===== config.mk =====
export PLATFORM = sky130hd
export DESIGN_NAME = hk_bus_arbiter
export DESIGN_NICKNAME = d
export VERILOG_FILES = /design/src/rtl/hk_arb_pkg.sv /design/src/rtl/hk_arb_req_latch.sv /design/src/rtl/hk_bus_arbiter.sv
export SDC_FILE = /design/constraint.sdc
export NUM_CORES = 1
export LEC_CHECK = 0
export BUFFER_PORTS_ARGS = -buffer_cell sky130_fd_sc_hd__buf_2
export CORE_MARGIN = 4
export CORE_UTILIZATION = 53
export DETAILED_ROUTE_END_ITERATION = 16
export PLACE_DENSITY = 0.85
export SYNTH_ARGS = -nofsm -noshare
export SYNTH_HDL_FRONTEND = slang
export SYNTH_SLANG_ARGS = --single-unit

===== constraint.sdc =====
create_clock -name clk_i -period 2.3 [get_ports clk_i]
set_input_delay 0.23 -clock clk_i [delete_from_list [all_inputs] [get_ports clk_i]]
set_output_delay 0.23 -clock clk_i [all_outputs]
set_load 0.01 [all_outputs]

===== src/rtl/hk_arb_pkg.sv =====
// Shared types and defaults for the housekeeping bus arbiter.
package hk_arb_pkg;

  typedef enum logic [1:0] {
    StIdle,
    StIssue,
    StWait,
    StDone
  } arb_state_e;

  // One captured master request.
  typedef struct packed {
    logic [31:0] addr;
    logic [31:0] wdata;
    logic [3:0]  sel;
    logic        wr;
  } hk_req_t;

  localparam int unsigned TmoDefault = 255;

endpackage


===== src/rtl/hk_arb_req_latch.sv =====
// Per-master request capture: pending bit, request register, same-cycle bypass and drop flag.
module hk_arb_req_latch
  import hk_arb_pkg::*;
(
  input  logic        clk_i,
  input  logic        rst_i,
  input  logic        wen_i,
  input  logic        ren_i,
  input  logic [31:0] addr_i,
  input  logic [31:0] wdata_i,
  input  logic [3:0]  sel_i,
  input  logic        clr_i,
  output logic        valid_o,
  output hk_req_t     req_o,
  output logic        drop_o
);

  logic    stb;
  hk_req_t stb_req;
  logic    pend_q;
  hk_req_t req_q;
  logic    drop_q;

  assign stb     = wen_i | ren_i;
  assign stb_req = '{addr: addr_i, wdata: wdata_i, sel: sel_i, wr: wen_i};

  // Capture a strobe when free; the clear from the ack cycle frees the slot for a same-cycle strobe.
  always_ff @(posedge clk_i) begin
    if (rst_i) begin
      pend_q <= 1'b0;
      req_q  <= '0;
      drop_q <= 1'b0;
    end else begin
      if (clr_i) begin
        pend_q <= 1'b0;
      end
      if (stb) begin
        if (pend_q && !clr_i) begin
          drop_q <= 1'b1;
        end else begin
          req_q  <= stb_req;
          pend_q <= 1'b1;
        end
      end
    end
  end

  // A strobe this cycle is eligible immediately when nothing is held.
  assign valid_o = pend_q | stb;
  assign req_o   = pend_q ? req_q : stb_req;
  assign drop_o  = drop_q;

endmodule


===== src/rtl/hk_bus_arbiter.sv =====
// Two-master round-robin arbiter for the housekeeping slave, one transaction in flight, with timeout.
module hk_bus_arbiter
  import hk_arb_pkg::*;
#(
  parameter int unsigned      TMO_W = 8,
  parameter logic [TMO_W-1:0] TMO   = TMO_W'(TmoDefault)
) (
  input  logic        clk_i,
  input  logic        rst_i,
  input  logic [31:0] m0_addr,
  input  logic [31:0] m0_wdata,
  input  logic [3:0]  m0_sel,
  input  logic        m0_wen,
  input  logic        m0_ren,
  output logic [31:0] m0_rdata,
  output logic        m0_ack,
  output logic        m0_err,
  input  logic [31:0] m1_addr,
  input  logic [31:0] m1_wdata,
  input  logic [3:0]  m1_sel,
  input  logic        m1_wen,
  input  logic        m1_ren,
  output logic [31:0] m1_rdata,
  output logic        m1_ack,
  output logic        m1_err,
  output logic [31:0] s_addr,
  output logic [31:0] s_wdata,
  output logic [3:0]  s_sel,
  output logic        s_wen,
  output logic        s_ren,
  input  logic [31:0] s_rdata,
  input  logic        s_ack,
  input  logic        s_err,
  output logic [1:0]  drop_o
);

  arb_state_e       state_q;
  logic             grant_q;
  logic             last_q;
  logic [TMO_W-1:0] cnt_q;
  logic [31:0]      s_addr_q, s_wdata_q, m0_rdata_q, m1_rdata_q;
  logic [3:0]       s_sel_q;
  logic             s_wen_q, s_ren_q;
  logic [1:0]       m_ack_q, m_err_q;

  logic [1:0]  valid, clr;
  hk_req_t     req0, req1, sel_req;
  logic        pick;
  logic        rsp_fire, rsp_err;
  logic [31:0] rsp_rdata;

  hk_arb_req_latch u_req0 (
    .clk_i  (clk_i),
    .rst_i  (rst_i),
    .wen_i  (m0_wen),
    .ren_i  (m0_ren),
    .addr_i (m0_addr),
    .wdata_i(m0_wdata),
    .sel_i  (m0_sel),
    .clr_i  (clr[0]),
    .valid_o(valid[0]),
    .req_o  (req0),
    .drop_o (drop_o[0])
  );

  hk_arb_req_latch u_req1 (
    .clk_i  (clk_i),
    .rst_i  (rst_i),
    .wen_i  (m1_wen),
    .ren_i  (m1_ren),
    .addr_i (m1_addr),
    .wdata_i(m1_wdata),
    .sel_i  (m1_sel),
    .clr_i  (clr[1]),
    .valid_o(valid[1]),
    .req_o  (req1),
    .drop_o (drop_o[1])
  );

  // Pending bits drop in the ack cycle of the granted master.
  assign clr[0] = (state_q == StDone) && !grant_q;
  assign clr[1] = (state_q == StDone) && grant_q;

  // Round-robin pick: a tie goes to the master not granted last.
  always_comb begin
    pick = valid[1];
    if (valid[0] && valid[1]) begin
      pick = ~last_q;
    end
  end
  assign sel_req = pick ? req1 : req0;

  // Response source: slave ack wins over a timeout hitting in the same cycle.
  always_comb begin
    rsp_fire  = (state_q == StWait) && (s_ack || (cnt_q == TMO));
    rsp_rdata = s_ack ? s_rdata : 32'h0;
    rsp_err   = s_ack ? s_err : 1'b1;
  end

  // Transaction FSM with registered slave and master outputs.
  always_ff @(posedge clk_i) begin
    if (rst_i) begin
      state_q    <= StIdle;
      grant_q    <= 1'b0;
      last_q     <= 1'b1;
      cnt_q      <= '0;
      s_addr_q   <= '0;
      s_wdata_q  <= '0;
      s_sel_q    <= '0;
      s_wen_q    <= 1'b0;
      s_ren_q    <= 1'b0;
      m_ack_q    <= '0;
      m_err_q    <= '0;
      m0_rdata_q <= '0;
      m1_rdata_q <= '0;
    end else begin
      s_wen_q <= 1'b0;
      s_ren_q <= 1'b0;
      m_ack_q <= '0;
      unique case (state_q)
        StIdle: begin
          if (|valid) begin
            grant_q   <= pick;
            s_addr_q  <= sel_req.addr;
            s_wdata_q <= sel_req.wdata;
            s_sel_q   <= sel_req.sel;
            s_wen_q   <= sel_req.wr;
            s_ren_q   <= ~sel_req.wr;
            state_q   <= StIssue;
          end
        end
        StIssue: begin
          cnt_q   <= '0;
          state_q <= StWait;
        end
        StWait: begin
          if (rsp_fire) begin
            m_ack_q[grant_q] <= 1'b1;
            m_err_q[grant_q] <= rsp_err;
            if (grant_q) begin
              m1_rdata_q <= rsp_rdata;
            end else begin
              m0_rdata_q <= rsp_rdata;
            end
            state_q <= StDone;
          end else begin
            cnt_q <= cnt_q + TMO_W'(1);
          end
        end
        StDone: begin
          last_q  <= grant_q;
          state_q <= StIdle;
        end
        default: state_q <= StIdle;
      endcase
    end
  end

  assign s_addr   = s_addr_q;
  assign s_wdata  = s_wdata_q;
  assign s_sel    = s_sel_q;
  assign s_wen    = s_wen_q;
  assign s_ren    = s_ren_q;
  assign m0_ack   = m_ack_q[0];
  assign m1_ack   = m_ack_q[1];
  assign m0_err   = m_err_q[0];
  assign m1_err   = m_err_q[1];
  assign m0_rdata = m0_rdata_q;
  assign m1_rdata = m1_rdata_q;

endmodule


Word level (Yosys, flattened, before mapping)
Cells that the tools add are included.

cells by class
  reductions and logical operators = 26
  $lt $le $gt $ge = 2
  add/sub/neg operators = 1
  mux-type cells = 20
  bitwise gates (word level) = 13
  equal/unequal tests = 7

operators by type and width
  cell                 number
  $mux 69              3
  $mux 32              1
  $pmux 8 s2           1
  $reduce_and 2->1     8
  $mux 1               9
  $not 1->1            9
  $add 8x1->8 const B  1
  $eq 8x8->1 const B   1
  $mux 8               1
  $pmux 2 s4           1
  $logic_and 1x1->1    7
  $ne 2x2->1 const B   3
  $reduce_and 3->1     2
  $reduce_or 3->1      2
  $eq 2x2->1 const B   2
  $mux 2               2
  $or 1x1->1           4
  $logic_not 1->1      3
  $bwmux 2             1
  $eq 2x1->1 const B   1
  $logic_not 2->1      1
  $lt 1x2->1 const B   1
  $reduce_bool 2->1    1
  $reduce_or 2->1      1
  other kinds (3)      3

word-level totals
  bits of input ports = 176
  word-level logic and storage cells = 94
  flip-flop bits (word level) = 292
  output and inout bits = 140

Logic depth before layout (Yosys ltp)
Gate-level depths: netlist of run 1.

  depth in word-level cells = 6
  gate-level depth with buffers = 8
  gate-level depth less buffers = 6

Hierarchy
From an unflattened synthesis of run 1, not the netlist that was laid out.

second synthesis, totals
  cell total of the unflattened synthesis = 1357
  area, all modules = 13462.9 um2

modules (own cells, without submodules)
  module            instances  area an instance (um2)  cells each
  hk_arb_req_latch  2          3754.9                  402
  hk_bus_arbiter    1          5953.2                  553

Least setup slack after synthesis of run 1
No wires, ideal clock.

  path type = register -> register
  start point = register state_q[0]
  end point = register m0_rdata_q[10] (netlist: m0_rdata[10])
  data arrival time = 1774 ps
  buffers on the path = 2
  cell stages (with the launch flop) = 9
  clock period less this slack = 1846 ps
  path slack = 454 ps
  cell sequence = dfxtp_1 > inv_1 > ha_1 > and4_1 > a22oi_2 > or2_2 > buf_2 > buf_6 > mux2i_1

between the ends
  word-level cells in the longest chain between the ends = 3

ends and longest elaborated chain
  item                                   RTL line                                     source
  start: declaration                     hk_bus_arbiter.sv:37                         arb_state_e state_q;
  start signal: assignment               hk_bus_arbiter.sv:103                        state_q <= StIdle;
  start signal: assignment               hk_bus_arbiter.sv:129                        state_q <= StIssue;
  start signal: assignment               hk_bus_arbiter.sv:134                        state_q <= StWait;
  $eq 2x2->1 (*)                         hk_bus_arbiter.sv:95, hk_bus_arbiter.sv:120
  $logic_and 1x1->1                      hk_bus_arbiter.sv:95                         rsp_fire = (state_q == StWait) && (s_ack || (cnt_q == TMO));
  $reduce_and 3->1 (no source line) (*)  --
  end signal: assignment                 hk_bus_arbiter.sv:143                        m0_rdata_q <= rsp_rdata;
  end: declaration                       hk_bus_arbiter.sv:41                         logic [31:0] s_addr_q, s_wdata_q, m0_rdata_q, m1_rdata_q;

Every way passes the cells marked *; elsewhere a longest branch is shown, timed or not.
A chain may end at the register's enable or synchronous reset.

Worst setup path in the final report of run 1
  start point = register cnt_q[0]
  end point = register m1_rdata_q[20] (netlist: m1_rdata[20])

between the ends
  word-level cells in the longest chain between the ends = 4

ends and longest elaborated chain
  item                               RTL line               source
  start: declaration                 hk_bus_arbiter.sv:40   logic [TMO_W-1:0] cnt_q;
  start signal: assignment           hk_bus_arbiter.sv:147  cnt_q <= cnt_q + TMO_W'(1);
  $eq 8x8->1                         hk_bus_arbiter.sv:95
  $logic_or 1x1->1                   hk_bus_arbiter.sv:95
  $logic_and 1x1->1                  hk_bus_arbiter.sv:95
  $reduce_and 3->1 (no source line)  --
  end signal: assignment             hk_bus_arbiter.sv:141  m1_rdata_q <= rsp_rdata;
  end: declaration                   hk_bus_arbiter.sv:41

Every way passes these cells.

==> summary.md, run 1 <==
| Metric | Value |
|---|---|
| Postcts setup bufs | 0 |
| Largest net degree at the start of global routing | 155 |
| Layout cell share with drive strength beyond 1 | 22.9% |
| Final setup vio count | 0 |
| Yosys warnings | 0 |
| Root Driver | clkbuf_16 |
| Critical-path cell list | ha_1 -> and4_1 -> a21o_1 -> nand3_2 -> buf_4 -> mux2i_1 |
| Status | completed |
| Distinct cells, synth | 50 |
| Cts hold-fix bufs | 163 |
| CP max-delay cell | buf_4 |
| Slew @ Worst Pin | 0.778 ns |
| Number of global-route vias before repair | 12.7k |
| Overall global routing resource usage | 31.4% |
| Worst-skew pair later-pin latency | 0.56 ns |
| Hold Path Class | input pin to register |
| Mapped Cells | 1360 |
| CTS Sinks | 292 |
| Worst rel slew slack | 48.2% |
| RSZ-0062 raised after global routing | no |
| DR iter-0 viols | 1196 |
| Core area | 22700 sq um |
| Critical path startpoint category | register |
| XOR/XNOR share of the synthesized area | 0% |
| Async S/R FF share, synth | 0% |
| Final core utilization | 74.2% |
| First drt pass iteration count | 5 |
| Critical path arrival | 2.56 ns |
| CTS Buf Count | 30 |
| Rows | 55 |
| Critical path data required time | 2.76 ns |
| Clock Path Buffers | 3 |
| PortBufs | 315 |
| Sequential area share after synthesis | 47.7% |
| Crit. End Element | register |
| Combinational family with the most area after synthesis | multiplexers |
| Max-Cap Viols | 0 |
| Effective utilization at floorplan | 53.9% |
| Wire length per cell | 20.2 um |
| Nets | 1960 |
| CTS clk-pin slew, worst paths | 0.06 ns |
| Final GP Congestion | 0.813 |
| Setup TNS | 0 ns |
| Syn_area_per_cell | 9.01 sq um |
| Post-DP HPWL | 22900 um |
| Residual DRC count | 0 |
| Boundary Pins | 316 |
| Global-route wire length before repair | 67500 um |
| Total Power | 16400 uW |
| Synthesized flop and latch total | 292 |
| Min Tclk post-route | 2.11 ns |
| Tcrit/Tclk final | 91.5% |
| Die Area | 25600 sq um |
| Die width | 160 um |
| Crit path largest cell delay | 0.49 ns |
| PwrDens | 975 nW/um^2 |
| Peak supply drop | 0.740 mV |
| Area grow syn2layout | 37.6% |
| Post-Syn Nets | 1541 |
| Static leakage | 0.00781 uW |
| Top FF cell, synth | dfxtp_1 |
| Die height | 160 um |
| Grt ovf | 0 |
| Mux share of post-synthesis cell area | 16.9% |
| Critical path class | register to register |
| Adder-Cell Fraction of Synth Area | 0.511% |
| Final Hold Vio Count | 0 |
| Final max-slew violation count | 0 |
| H-tree levels | 1 |
| Max FO, Critical Path | 32 |
| Complex-gate fraction of the synthesized area | 16.4% |
| Post-synth top area share | 47.7% |
| Post-synth EDFFs | 0 |
| FILL cells | 1485 |
| Cell taking the most area after synthesis | dfxtp_1 |
| Skew final | 0.0224 ns |
| Wirelength, routed | 42300 um |
| Top post-synthesis cells by area | dfxtp_1, mux2i_1, nand2_1 |
| Highest clock rate | 475 MHz |
| Post-CTS resize count | 0 |
| Vias/cell | 5.97 |
| Vias | 12.5k |
| CTS tree | done |
| Antenna-violating nets left | 0 |
| Initial antenna violation count | 6 |
| Simple-gate share of the synthesized area | 13.8% |
| Post-Syn Area | 12300 sq um |
## layout make-up
class / count / area [sq um] / area share (%)
well taps: 285 / 357 / 2.12
inverters: 9 / 38.8 / 0.230
diodes: 5 / 12.5 / 0.0742
clock inverters: 21 / 305 / 1.81
clock buffers: 35 / 842 / 5.00
flip-flops and latches: 292 / 5850 / 34.7
multi-input cells: 943 / 5890 / 34.9
repair buffers: 503 / 3560 / 21.1
## through the flow
stage	worst slack, ns	instances	instance area [sq um]	hold slack, ns
2_1_floorplan	0.454	1360	12300	0.366
5_1_grt	0.0917	2093	16900	0.0224
4_1_cts	0.217	2088	16800	0.00156
6_report	0.195	2093	16900	0.0166
3_3_place_gp	0.358	1869	14100	0.435
3_5_place_dp	0.267	1869	14100	0.441
## worst paths after layout
kind              start              end  slack, ns  cells after the start
max            cnt_q[0]     m1_rdata[20]       0.19                      6
min              m0_ren  u_req0.req_q[0]       0.02                      3
max reg2reg    cnt_q[0]     m1_rdata[20]       0.19                      6
min reg2reg  s_wdata[6]       s_wdata[6]       0.45                      2
## critical path: cells and delay by family, from the launching register on
family / cells / cell delay [ns]
AO/OA/AOI/OAI: 1 / 0.26
adder cells (fa/ha/maj): 1 / 0.26
buffers and inverters: 1 / 0.49
flip-flops: 1 / 0.35
multiplexers: 1 / 0.30
AND/OR/NAND/NOR: 2 / 0.34
## placed cells by master, fill, tap and decap left out, types with 32 or more instances in the layout
cell type and count:
o22ai_1 68, buf_2 314, nor2_1 78, a21oi_1 142, dfxtp_1 291, dlygate4sd3_1 163
a22o_1 71, nand2_1 278, nand3_1 36, clkbuf_16 32, mux2i_1 204
## state kept, by name, indices dropped and copies added, names as in the netlist
register,cells
s_sel,4
m1_rdata,32
s_ren,1
cnt_q,8
m_ack_q,2
u_req1.drop_o,1
s_addr,32
state_q,2
last_q,1
s_wdata,32
s_wen,1
u_req0.drop_o,1
u_req0.req_q,69
u_req1.pend_q,1
u_req1.req_q,69
m_err_q,2
m0_rdata,32
u_req0.pend_q,1
grant_q,1
## power breakdown
group	leakage, uW	switching, uW	internal [uW]
clock network	0.000544	2150	3410
logic	0.00487	2580	2000
registers	0.00240	460	5830
## synth_stat cells, types with 2 or more instances
library cell	count
nand2_1	279
o21ai_0	3
nand2b_1	4
buf_6	4
nand3_1	37
ha_1	5
a211oi_1	3
nand4_1	2
o22ai_1	68
or2_2	2
a21oi_1	143
nor3_1	4
dfxtp_1	292
buf_1	6
a311o_1	2
inv_1	7
o41ai_1	2
a22oi_1	2
buf_2	37
a21bo_2	2
or3_1	3
and4_1	2
buf_4	8
mux2i_1	204
a22o_1	71
a31oi_1	3
nor2_1	79
o211ai_1	2
a21o_1	3
clkbuf_1	61
## routing by layer
metal,track usage (%),wire [um]
met4,12.6,2050
met5,0,7
met2,53.9,20200
met1,38.7,16300
met3,6.53,3740
## cell families after synthesis
logic type	count (synthesis)
buf+inv	125
compound gates	313
mux	206
fa+ha+maj	5
flops	292
simple gates	419
(Power assumes the default switching activity.)
==> inputs of run 2 (changes only) <==
--- a/config.mk
+++ b/config.mk
@@ -6,6 +6,7 @@
 export NUM_CORES = 1
 export LEC_CHECK = 0
 export BUFFER_PORTS_ARGS = -buffer_cell sky130_fd_sc_hd__buf_2
+export CORE_ASPECT_RATIO = 0.9
 export CORE_MARGIN = 4
 export CORE_UTILIZATION = 53
 export DETAILED_ROUTE_END_ITERATION = 16
==> summary.md, run 2 (synthesized netlist as in run 1, its figures left out) <==
| Metric | Value |
|---|---|
| Status | completed |
| CTS clk-pin slew, worst paths | 0.06 ns |
| RSZ-0062 raised after global routing | no |
| Critical path class | register to register |
| Post-place setup slack | 0.222 ns |
| Final setup vio count | 0 |
| Post-DP HPWL | 23200 um |
| Area grow syn2layout | 36.5% |
| Crit. End Element | register |
| Die width | 168 um |
| Hold Path Class | input pin to register |
| FILL cells | 1462 |
| Max-Cap Viols | 0 |
| Largest delay share family, worst path | simple AND/OR/NAND/NOR gates |
| Root Driver | clkbuf_16 |
| Worst-skew pair later-pin latency | 0.55 ns |
| Boundary Pins | 316 |
| Highest clock rate | 454 MHz |
| Max FO, Critical Path | 24 |
| Clock Path Buffers | 3 |
| Antenna-violating nets left | 0 |
| Final Hold Vio Count | 0 |
| Peak supply drop | 0.715 mV |
| Vias | 12.7k |
| CTS Sinks | 292 |
| H-tree levels | 1 |
| Wirelength, routed | 43000 um |
| Post-route cell area | 16700 sq um |
| Skew final | 0.0233 ns |
| Worst R2R Setup Slack | 0.1 ns |
| Core area | 22600 sq um |
| Overall global routing resource usage | 31.4% |
| Crit path largest cell delay | 0.41 ns |
| Grt ovf | 0 |
| Setup TNS | 0 ns |
| CP max-delay cell | dfxtp_1 |
| Die Area | 25600 sq um |
| Setup slack after layout | 0.0994 ns |
| Wire length per cell | 20.4 um |
| Slew @ Worst Pin | 0.902 ns |
| Final max-slew violation count | 0 |
| Global-route wire length before repair | 66700 um |
| Layout cell share with drive strength beyond 1 | 22.9% |
| Final GP Congestion | 0.882 |
| Initial antenna violation count | 1 |
| Biggest regs | u_req0.req_q (69), u_req1.req_q (69) |
| Postcts setup bufs | 0 |
| Min Tclk post-route | 2.20 ns |
| Worst rel slew slack | 39.7% |
| PwrDens | 947 nW/um^2 |
| Largest net degree at the start of global routing | 91 |
| Die height | 152 um |
| Critical-path cell list | ha_1 -> and4_1 -> a21o_1 -> nand3_2 -> buf_12 -> mux2i_1 |
| Critical path data required time | 2.74 ns |
| Dpl cell area | 14100 sq um |
| DR iter-0 viols | 1224 |
| Critical path arrival | 2.64 ns |
| Vias/cell | 6.02 |
| PortBufs | 315 |
| Rows | 52 |
| Static leakage | 0.00778 uW |
| Nets | 1966 |
| Number of global-route vias before repair | 12.6k |
| First drt pass iteration count | 6 |
| Critical path startpoint category | register |
| CTS tree | done |
| CTS Buf Count | 31 |
| Most frequent cells in the layout | buf_2, dfxtp_1, nand2_1, mux2i_1, dlygate4sd3_1 |
| Effective utilization at floorplan | 54.1% |
| Residual DRC count | 0 |
| Tcrit/Tclk final | 95.7% |
| Sum of buffers and inverters on the critical path | 1 |
| Commonest non-fill, non-tap cell in the layout | buf_2 |
[run 2: changes by cell type in the layout (fill, tap and decap cells not counted), sizes merged]
cell	delta
diode	-3
clkinvlp	-5
clkbuf	+8
inv	+1
clkinv	-1
bufinv	-6
buf	+5
[run 2: area by class of cell]
type	count	area, sq um	area share, %
inverters	9	38.8	0.232
well taps	297	372	2.22
repair buffers	508	3560	21.3
clock inverters	10	87.6	0.524
diodes	2	5.00	0.0299
flip-flops and latches	292	5850	35.0
clock buffers	43	921	5.51
multi-input cells	943	5890	35.2
[run 2: path summary, 6_finish.rpt]
path,from,endpoint,cells past startpoint
setup / recovery,cnt_q[0],m1_rdata[7],6
hold / removal,m1_wen,u_req1.req_q[0],3
setup reg to reg,cnt_q[0],m1_rdata[7],6
hold reg to reg,s_wdata[2],s_wdata[2],2
[run 2: routing by layer]
metal	vias up	part of all wire [%]	GRT usage, %
li1	5627	-	-
met1	5884	37	38.1
met2	951	48	53.2
met3	213	10	6.59
met4	0	5.3	15.0
met5	-	0	0
[run 2: tightest hold or removal path, stage by stage]
cell	delay, ns
buf_2	0.15
a22oi_1	0.10
nor2_1	0.08
[run 2: through the flow]
step / utilization, % / hold WS (ns) / total power [uW] / cells
finish: 73.9 / 0.0450 / 15800 / 2104
global route: 73.9 / 0.0380 / 16400 / 2103
CTS: 73.8 / 0.00186 / 15600 / 2102
detailed placement: 62.2 / 0.439 / 10500 / 1886
global placement: 62.2 / 0.435 / 10400 / 1886
floorplan: - / 0.366 / 8990 / 1360
[run 2: report_power, final]
| part | switching [uW] | internal, uW | total (uW) |
|---|---|---|---|
| Sequential | 488 | 5830 | 6320 |
| Clock | 2040 | 2880 | 4920 |
| Combinational | 2590 | 2010 | 4600 |
[run 2: timing repair]
item / CTS / global route
hold buffers: 163 / 0
setup endpoints to repair: 0 / 0
resized for setup: 0 / 0
endpoints found under the hold margin: 187 / 0
